[src/rtl/dmi_router_pkg.sv]
// dmi_router_pkg
//   Shared definitions for the DMI router:
//   - DMI_ADDR_W / DMI_DATA_W : DMI address and data widths
//   - CORE_TOP_DEF            : default highest address of the core aperture
//   - sel_e                   : read-data source selector (CORE, TGT0..TGT3, NONE)
//   - tgt_sel()               : maps a target index to its selector value
package dmi_router_pkg;

  localparam int unsigned DMI_ADDR_W = 7;
  localparam int unsigned DMI_DATA_W = 32;

  localparam logic [DMI_ADDR_W-1:0] CORE_TOP_DEF = 7'h4F;

  typedef enum logic [2:0] {
    SEL_CORE = 3'd0,
    SEL_TGT0 = 3'd1,
    SEL_TGT1 = 3'd2,
    SEL_TGT2 = 3'd3,
    SEL_TGT3 = 3'd4,
    SEL_NONE = 3'd5
  } sel_e;

  // Target selector values are contiguous, starting right after SEL_CORE.
  function automatic sel_e tgt_sel(input int idx);
    return sel_e'(3'(idx + 1));
  endfunction

endpackage

[src/rtl/dmi_router_dec.sv]
// dmi_router_dec
//   Combinational DMI address decoder. Produces a one-hot hit vector over
//   {core, targets, none}.
//   Parameters: NUM_TGT, TGT_BASE (packed ascending bases, entry 0 in LSBs),
//               CORE_TOP (highest core address).
//   Ports:
//     addr     in   DMI address
//     en_s     in   synchronised uncore permission
//     core_hit out  address is in the core aperture
//     tgt_hit  out  per-target hit, already gated by en_s
//     none_hit out  no permitted destination (gap region or blocked target)
module dmi_router_dec
  import dmi_router_pkg::*;
#(
  parameter int unsigned                       NUM_TGT  = 2,
  parameter logic [NUM_TGT*DMI_ADDR_W-1:0]     TGT_BASE = {7'h60, 7'h50},
  parameter logic [DMI_ADDR_W-1:0]             CORE_TOP = CORE_TOP_DEF
) (
  input  logic [DMI_ADDR_W-1:0] addr,
  input  logic                  en_s,
  output logic                  core_hit,
  output logic [NUM_TGT-1:0]    tgt_hit,
  output logic                  none_hit
);

  logic [NUM_TGT-1:0] tgt_raw;

  always_comb begin
    core_hit = (addr <= CORE_TOP);
    tgt_raw  = '0;
    // Ascending scan: the last base that the address clears wins, which is
    // the highest matching target.
    if (!core_hit) begin
      for (int i = 0; i < int'(NUM_TGT); i++) begin
        if (addr >= TGT_BASE[i*DMI_ADDR_W +: DMI_ADDR_W]) begin
          tgt_raw    = '0;
          tgt_raw[i] = 1'b1;
        end
      end
    end
    // A target hit without uncore permission degrades to "no destination".
    tgt_hit  = en_s ? tgt_raw : '0;
    none_hit = !core_hit && (tgt_hit == '0);
  end

endmodule

[src/rtl/dmi_router.sv]
// dmi_router
//   Routes single-cycle DMI accesses to the core or to one of NUM_TGT uncore
//   targets, and returns the read data of the last accepted access.
//   Optional feature: define DMI_ROUTER_ERR_EN to get a sticky access-error
//   flag (set by any access with no permitted destination, cleared by
//   dmi_err_clr, set wins). Undefined: dmi_err is constant 0.
//   Ports:
//     clk, rst_l                  clock, asynchronous active-low reset
//     uncore_enable               uncore permission (asynchronous to clk)
//     dmi_en/dmi_wr_en            access strobe / write qualifier
//     dmi_addr/dmi_wdata          access address / write data
//     dmi_rdata                   read data of the last accepted access
//     dmi_core_*                  core strobes, pass-through addr/data, rdata
//     dmi_tgt_*                   per-target strobes, shared addr/data,
//                                 packed per-target rdata (target 0 in LSBs)
//     dmi_err_clr/dmi_err         sticky error clear / flag
module dmi_router
  import dmi_router_pkg::*;
#(
  parameter int unsigned                       NUM_TGT  = 2,
  parameter logic [NUM_TGT*DMI_ADDR_W-1:0]     TGT_BASE = {7'h60, 7'h50},
  parameter logic [DMI_ADDR_W-1:0]             CORE_TOP = CORE_TOP_DEF
) (
  input  logic                          clk,
  input  logic                          rst_l,
  input  logic                          uncore_enable,
  input  logic                          dmi_en,
  input  logic                          dmi_wr_en,
  input  logic [DMI_ADDR_W-1:0]         dmi_addr,
  input  logic [DMI_DATA_W-1:0]         dmi_wdata,
  output logic [DMI_DATA_W-1:0]         dmi_rdata,
  output logic                          dmi_core_en,
  output logic                          dmi_core_wr_en,
  output logic [DMI_ADDR_W-1:0]         dmi_core_addr,
  output logic [DMI_DATA_W-1:0]         dmi_core_wdata,
  input  logic [DMI_DATA_W-1:0]         dmi_core_rdata,
  output logic [NUM_TGT-1:0]            dmi_tgt_en,
  output logic [NUM_TGT-1:0]            dmi_tgt_wr_en,
  output logic [DMI_ADDR_W-1:0]         dmi_tgt_addr,
  output logic [DMI_DATA_W-1:0]         dmi_tgt_wdata,
  input  logic [NUM_TGT*DMI_DATA_W-1:0] dmi_tgt_rdata,
  input  logic                          dmi_err_clr,
  output logic                          dmi_err
);

  // Two-flop synchroniser for the asynchronous uncore permission.
  logic [1:0] sync_q, sync_d;
  logic       en_s;

  logic               core_hit;
  logic [NUM_TGT-1:0] tgt_hit;
  logic               none_hit;

  sel_e sel_q, sel_d;
  logic [DMI_DATA_W-1:0] rdata_mux;

  dmi_router_dec #(
    .NUM_TGT  (NUM_TGT),
    .TGT_BASE (TGT_BASE),
    .CORE_TOP (CORE_TOP)
  ) u_dec (
    .addr     (dmi_addr),
    .en_s     (en_s),
    .core_hit (core_hit),
    .tgt_hit  (tgt_hit),
    .none_hit (none_hit)
  );

  assign en_s = sync_q[1];

  always_comb begin
    sync_d = {sync_q[0], uncore_enable};
  end

  // Strobes are purely combinational; address and data fan out unchanged.
  assign dmi_core_en    = dmi_en & core_hit;
  assign dmi_core_wr_en = dmi_en & dmi_wr_en & core_hit;
  assign dmi_tgt_en     = {NUM_TGT{dmi_en}} & tgt_hit;
  assign dmi_tgt_wr_en  = {NUM_TGT{dmi_en & dmi_wr_en}} & tgt_hit;
  assign dmi_core_addr  = dmi_addr;
  assign dmi_core_wdata = dmi_wdata;
  assign dmi_tgt_addr   = dmi_addr;
  assign dmi_tgt_wdata  = dmi_wdata;

  // The selector captures where the current access went so read data stays
  // stable after dmi_addr moves on.
  always_comb begin
    sel_d = sel_q;
    if (dmi_en) begin
      if (core_hit) begin
        sel_d = SEL_CORE;
      end else if (none_hit) begin
        sel_d = SEL_NONE;
      end else begin
        for (int i = 0; i < int'(NUM_TGT); i++) begin
          if (tgt_hit[i]) sel_d = tgt_sel(i);
        end
      end
    end
  end

  always_comb begin
    rdata_mux = '0;
    if (sel_q == SEL_CORE) rdata_mux = dmi_core_rdata;
    for (int i = 0; i < int'(NUM_TGT); i++) begin
      if (sel_q == tgt_sel(i)) rdata_mux = dmi_tgt_rdata[i*DMI_DATA_W +: DMI_DATA_W];
    end
  end

  assign dmi_rdata = rdata_mux;

  always_ff @(posedge clk or negedge rst_l) begin
    if (!rst_l) begin
      sync_q <= '0;
      sel_q  <= SEL_NONE;
    end else begin
      sync_q <= sync_d;
      sel_q  <= sel_d;
    end
  end

`ifdef DMI_ROUTER_ERR_EN
  logic err_q, err_d;

  // Set is applied after clear so a simultaneous error keeps the flag set.
  always_comb begin
    err_d = err_q;
    if (dmi_err_clr)        err_d = 1'b0;
    if (dmi_en && none_hit) err_d = 1'b1;
  end

  always_ff @(posedge clk or negedge rst_l) begin
    if (!rst_l) begin
      err_q <= 1'b0;
    end else begin
      err_q <= err_d;
    end
  end

  assign dmi_err = err_q;
`else
  logic unused_err_clr;
  assign unused_err_clr = dmi_err_clr;
  assign dmi_err        = 1'b0;
`endif

endmodule

[config.mk]
export PLATFORM = sky130hd
export DESIGN_NAME = dmi_router
export DESIGN_NICKNAME = d
export VERILOG_FILES = /design/src/rtl/dmi_router_pkg.sv /design/src/rtl/dmi_router_dec.sv /design/src/rtl/dmi_router.sv
export SDC_FILE = /design/constraint.sdc
export NUM_CORES = 1
export LEC_CHECK = 0
export CAP_MARGIN = 20
export CORE_AREA = 3 3 100 102
export CTS_CLUSTER_DIAMETER = 200
export DETAILED_ROUTE_END_ITERATION = 6
export DIE_AREA = 0 0 103 105
export GPL_ROUTABILITY_DRIVEN = 0
export PLACE_DENSITY = 0.72
export SLEW_MARGIN = 20
export SYNTH_ARGS = -nofsm -noshare
export SYNTH_HDL_FRONTEND = slang
export SYNTH_HIERARCHICAL = 1
export SYNTH_SLANG_ARGS = --single-unit
[constraint.sdc]
create_clock -name clk -period 1.78 [get_ports clk]
set_input_delay 0.178 -clock clk [delete_from_list [all_inputs] [get_ports clk]]
set_output_delay 0.178 -clock clk [all_outputs]
set_load 0.005 [all_outputs]
Yosys cells after proc, flatten, opt, wreduce, memory -nomap -nowiden
Index checks and enable logic that the tools add are counted.
{"block": "totals", "n_memories": 0, "regBits": 5, "ramBits": 0, "inputBits": 141, "latchBits": 0, "wordCells": 29, "romBits": 0}
{"block": "classes", "n_shift": 0, "n_eq_ne": 2, "n_lt_le_gt_ge": 3, "mul": 0, "bitwise": 5, "n_reduce_logical": 6, "div_mod_pow": 0, "n_mux": 11, "n_addsub": 0}
{"op": "$mux W32", "n": 3}
{"op": "$ge A7 B7 Y1 const B", "n": 2}
{"op": "$mux W3", "n": 4}
{"op": "$le A7 B7 Y1 const B", "n": 1}
{"op": "$mux W2", "n": 3}
{"op": "$and A2 B2 Y2", "n": 2}
{"op": "$reduce_bool A4 Y1", "n": 1}
{"op": "$and A1 B1 Y1", "n": 3}
{"op": "$eq A3 B1 Y1 const B", "n": 1}
{"op": "$eq A3 B2 Y1 const B", "n": 1}
{"op": "$logic_not A3 Y1", "n": 1}
{"op": "$logic_not A2 Y1", "n": 1}
{"op": "$reduce_and A2 Y1", "n": 1}
{"op": "$logic_and A1 B1 Y1", "n": 1}
{"op": "$logic_not A1 Y1", "n": 1}
{"op": "$mux W1", "n": 1}

Longest topological paths before layout
Gate-level depths: netlist of the first run.
{"block": "logic_depth", "depth_word": 9, "ltp_mapped": 5, "ltp_nobuf": 5}

Hierarchy
The synthesis of the first run kept the hierarchy.
{"module": "dmi_router", "area_per_inst_um2": 2134.5, "instances": 1, "cells_each": 252, "seq_area_each_um2": 127.6}
{"module": "dmi_router_dec", "area_per_inst_um2": 30.0, "instances": 1, "cells_each": 4, "seq_area_each_um2": 0.0}

Least setup slack after synthesis of the first run
OpenSTA, ideal clock, no wires.
{"block": "synth_path", "path_type": "reg2out", "start": "register sel_q[2]", "end": "output dmi_rdata[25]", "arrival_time_ps": 1155, "stages_incl_launch_ff": 4, "path_slack_ps": 447, "cell_sequence": "dfstp_2 clkbuf_2 clkbuf_1 a211oi_1"}
{"block": "synth_between", "elab_chain_cells": 4}
{"item": "start, declared", "line": "dmi_router.sv:54", "rtl": "sel_e sel_q, sel_d;"}
{"item": "start signal, assigned", "line": "dmi_router.sv:118", "rtl": "sel_q <= sel_d;"}
{"item": "$logic_not A3 Y1", "line": "dmi_router.sv:104", "rtl": "if (sel_q == SEL_CORE) rdata_mux = dmi_core_rdata;"}
{"item": "$mux W32", "line": "dmi_router.sv:104"}
{"item": "$mux W32", "line": "dmi_router.sv:106", "rtl": "if (sel_q == tgt_sel(i)) rdata_mux = dmi_tgt_rdata[i*DMI_DATA_W +: DMI_DATA_W];"}
{"item": "$mux W32 (*)", "line": "dmi_router.sv:106"}
{"item": "end, declared", "line": "dmi_router.sv:31", "rtl": "output logic [DMI_DATA_W-1:0] dmi_rdata,"}
Mark *: on every way between the ends. The rest lies on a longest branch, timed or not.

Worst setup path in the final report of the first run
{"block": "layout_path", "start": "register sel_q[0]", "end": "output dmi_rdata[28]"}
Same word-level chain as after synthesis.

==> flow_summary.json, run 1 <==
{
  "portBuffers": 147,
  "min_period_ns": 1.79,
  "cts_buffers": 3,
  "hold_viol": 0,
  "ys_ff_latch": 5,
  "track_usage_pct": 12.5,
  "syn_inst": 256,
  "p_sw_w": 0.000522,
  "ys_warn_count": 6,
  "layout-drive-gt1-share_pct": 48.2,
  "wl_per_cell_um": 15.7,
  "start_util_pct": 23.5,
  "ctsHoldBuffers": 0,
  "seq_area_frac_synth_pct": 5.90,
  "synth_top_area_share_pct": 33.5,
  "violations": "setup timing",
  "drt-pass1-iter-count": 4,
  "crit_path_end": "dmi_rdata[28]",
  "row_count": 35,
  "drv_slew": 0,
  "fin_setup_tns_ns": -0.0132,
  "synth_area_leaders": "a211oi_2 34%, buf_4 28%, nand2b_1 9.2%",
  "root_buffer": "clkbuf_8",
  "clk_latency_ns": 0.22,
  "swShare_pct": 34.2,
  "core_area_mm2": 0.00920,
  "cp_data_arrival_time_ns": 1.62,
  "crit_path_top_delay_cell": "dfstp_4",
  "rsz0062_at_grt": "true",
  "vias": 2047,
  "area_growth_pct": 66.1,
  "pwr-share-seq_pct": 9.0,
  "yosysTopAreaCell": "a211oi_2",
  "nets": 484,
  "drt_iter0_markers": 42,
  "p_comb_share_pct": 77.0,
  "die_area_mm2": 0.0108,
  "setup_viol": 1,
  "internal-power_w": 0.00100,
  "max_freq_ghz": 0.558,
  "grt_overflow": 0,
  "die_w_um": 103,
  "synth_cell_types": 27,
  "clock_skew_ns": 0.000921,
  "fin_crit_sh_pct": 101,
  "grt_pass1_wl_um": 10900,
  "p_leak_nw": 1.40,
  "crit_path_max_fanout": 11,
  "drv_cap": 0,
  "syn_nets": 397,
  "antenna_cells": 0,
  "path_class": "flop to output pin",
  "hpwl_um": 5300,
  "crit_required_ns": 1.60,
  "status": "complete, but fails checks",
  "reg2reg_slack_ns": 0.51,
  "grt_max_degree": 26,
  "cts_sinks": 5,
  "tritoncts": "done",
  "worst_slack_ns": -0.0132,
  "avgSynthCellArea_um2": 8.46,
  "drc": 0,
  "p_per_area_mw_per_mm2": 425,
  "ios": 258,
  "antenna_found_initial": 0,
  "hold_class": "input pin to async pin",
  "p_clk_share_pct": 14.1,
  "die_h_um": 105,
  "r2r-end": "sel_q[1]",
  "vdd_drop_max_v": 0.000395,
  "vias_per_cell": 4.52,
  "critPathMaxStageDelay_ns": 0.64,
  "worst_r2r_path_depth": 6,
  "cts_max_level": 1,
  "cp.depth": 6,
  "cp_top_family": "flip-flops",
  "final_core_util_pct": 39.1,
  "reg2reg_from": "sync_q[1]",
  "critPathBufInv": 3,
  "path_clk_slew_ns": 0.04,
  "startpoint": "sel_q[0]",
  "setup.worst_path.start_class": "flop",
  "routed_wl_um": 7130,
  "final_antenna_net_count": 0,
  "grt_pass1_vias": 2174,
  "crit_path_cell_trace": "buf_12 -> buf_12 -> nor2b_2 -> a211oi_2 -> a211oi_2 -> buf_2",
  "num-fill-cells": 930,
  "syn_area_mm2": 0.00216,
  "cts_buffer_depth": 2,
  "end_kind": "output pin"
}
synthesized netlist by cell type (all sizes together):
cell / number
o41ai: 1
dfrtp: 3
and2: 1
a211oi: 64
o21a: 1
a32o: 1
nor3: 1
o21ai: 3
nor2b: 32
o31ai: 1
clkbuf: 6
inv: 3
conb: 1
buf: 94
and4b: 1
and3: 4
nor2: 4
nand2b: 32
dfstp: 2
a21oi: 1
final cells by class:
class                   count  area, um^2  share of cell area, %
repair buffers            182        1780                   49.5
multi-input cells         148        1490                   41.3
well taps                 111         139                   3.86
flip-flops and latches      5         135                   3.76
clock buffers               4        45.0                   1.25
inverters                   3        11.3                  0.313
logic make-up after synthesis:
family | Yosys count | share of synthesized area [%]
buffers and inverters | 103 | 34.3
AND/OR/NAND/NOR | 75 | 21.4
AO/OA/AOI/OAI | 72 | 38.3
flip-flops | 5 | 5.90
other | 1 | 0.173
layout by cell type, fill, tap and decap left out, types with 2 or more instances in the layout:
cell / netlist / final
dfrtp_1: 3 / 2
nand2b_4: 0 / 12
buf_2: 10 / 31
buf_4: 80 / 14
clkdlybuf4s50_1: 0 / 111
buf_6: 1 / 5
inv_1: 3 / 3
clkbuf_8: 0 / 3
nor2b_4: 0 / 7
nand2b_1: 32 / 20
nor2b_2: 0 / 7
dlygate4sd2_1: 0 / 3
a211oi_2: 58 / 64
nor2_1: 4 / 4
buf_12: 0 / 11
o21ai_0: 2 / 2
buf_8: 3 / 4
nor2b_1: 32 / 18
and3_1: 3 / 3
sequential cells by signal, indices dropped and copies added (netlist names):
signal  flops
sel_q       3
sync_q      2
metal layers:
metal | share of wire (%) | vias to the layer above | wire length (um) | global-route usage [%]
met3 | 9.8 | 23 | 697 | 4.34
met1 | 36 | 935 | 2580 | 13.9
met2 | 52 | 98 | 3700 | 22.1
met4 | 2.1 | 0 | 147 | 3.61
met5 | 0 | - | 0 | 0
li1 | - | 991 | - | -
worst min path at each step:
stage / startpoint / to / slack (ns) / depth (start not counted)
3_3_place_gp: sync_q[0] / sync_q[1] / 0.34 / 0
4_1_cts: rst_l / sync_q[0] / 0.18 / 1
2_1_floorplan: rst_l / sel_q[1] / -0.12 / 0
3_5_place_dp: sync_q[0] / sync_q[1] / 0.34 / 0
6_report: rst_l / sync_q[0] / 0.18 / 1
5_1_grt: rst_l / sel_q[1] / 0.19 / 1
through the flow:
stage | cell area [um^2] | power [W] | instances | setup slack, ns | hold slack (ns)
global placement | 3270 | 0.00121 | 435 | -0.144 | 0.336
detailed placement | 3270 | 0.00123 | 435 | -0.175 | 0.344
global route | 3590 | 0.00163 | 453 | -0.0674 | 0.188
floorplan | 2160 | 0.000776 | 256 | 0.447 | -0.118
finish | 3590 | 0.00153 | 453 | -0.0132 | 0.176
CTS | 3650 | 0.00158 | 456 | -0.0526 | 0.181
power by group through the flow:
stage / Sequential (W) / Combinational [W] / Clock (W)
finish: 0.000137 / 0.00117 / 0.000215
global route: 0.000139 / 0.00127 / 0.000226
CTS: 0.000137 / 0.00122 / 0.000219
detailed placement: 0.000149 / 0.00108 / 0
global placement: 0.000149 / 0.00106 / 0
floorplan: 0.000130 / 0.000646 / 0
what timing repair did:
action                                  in CTS  in global routing
endpoints found under the hold margin        0                  0
gates resized for setup                    167                 23
pin swaps                                   48                 18
endpoints found under the setup margin      37                 28
cloned                                       5                  0
buffers inserted                            12                  2
(Power assumes the default switching activity.)
==> run 2, diff against run 1 <==
- SLEW_MARGIN: 20 -> 40
==> results of run 2 <==
No change in the layout: final DEF, timing and power equal those of run 1.
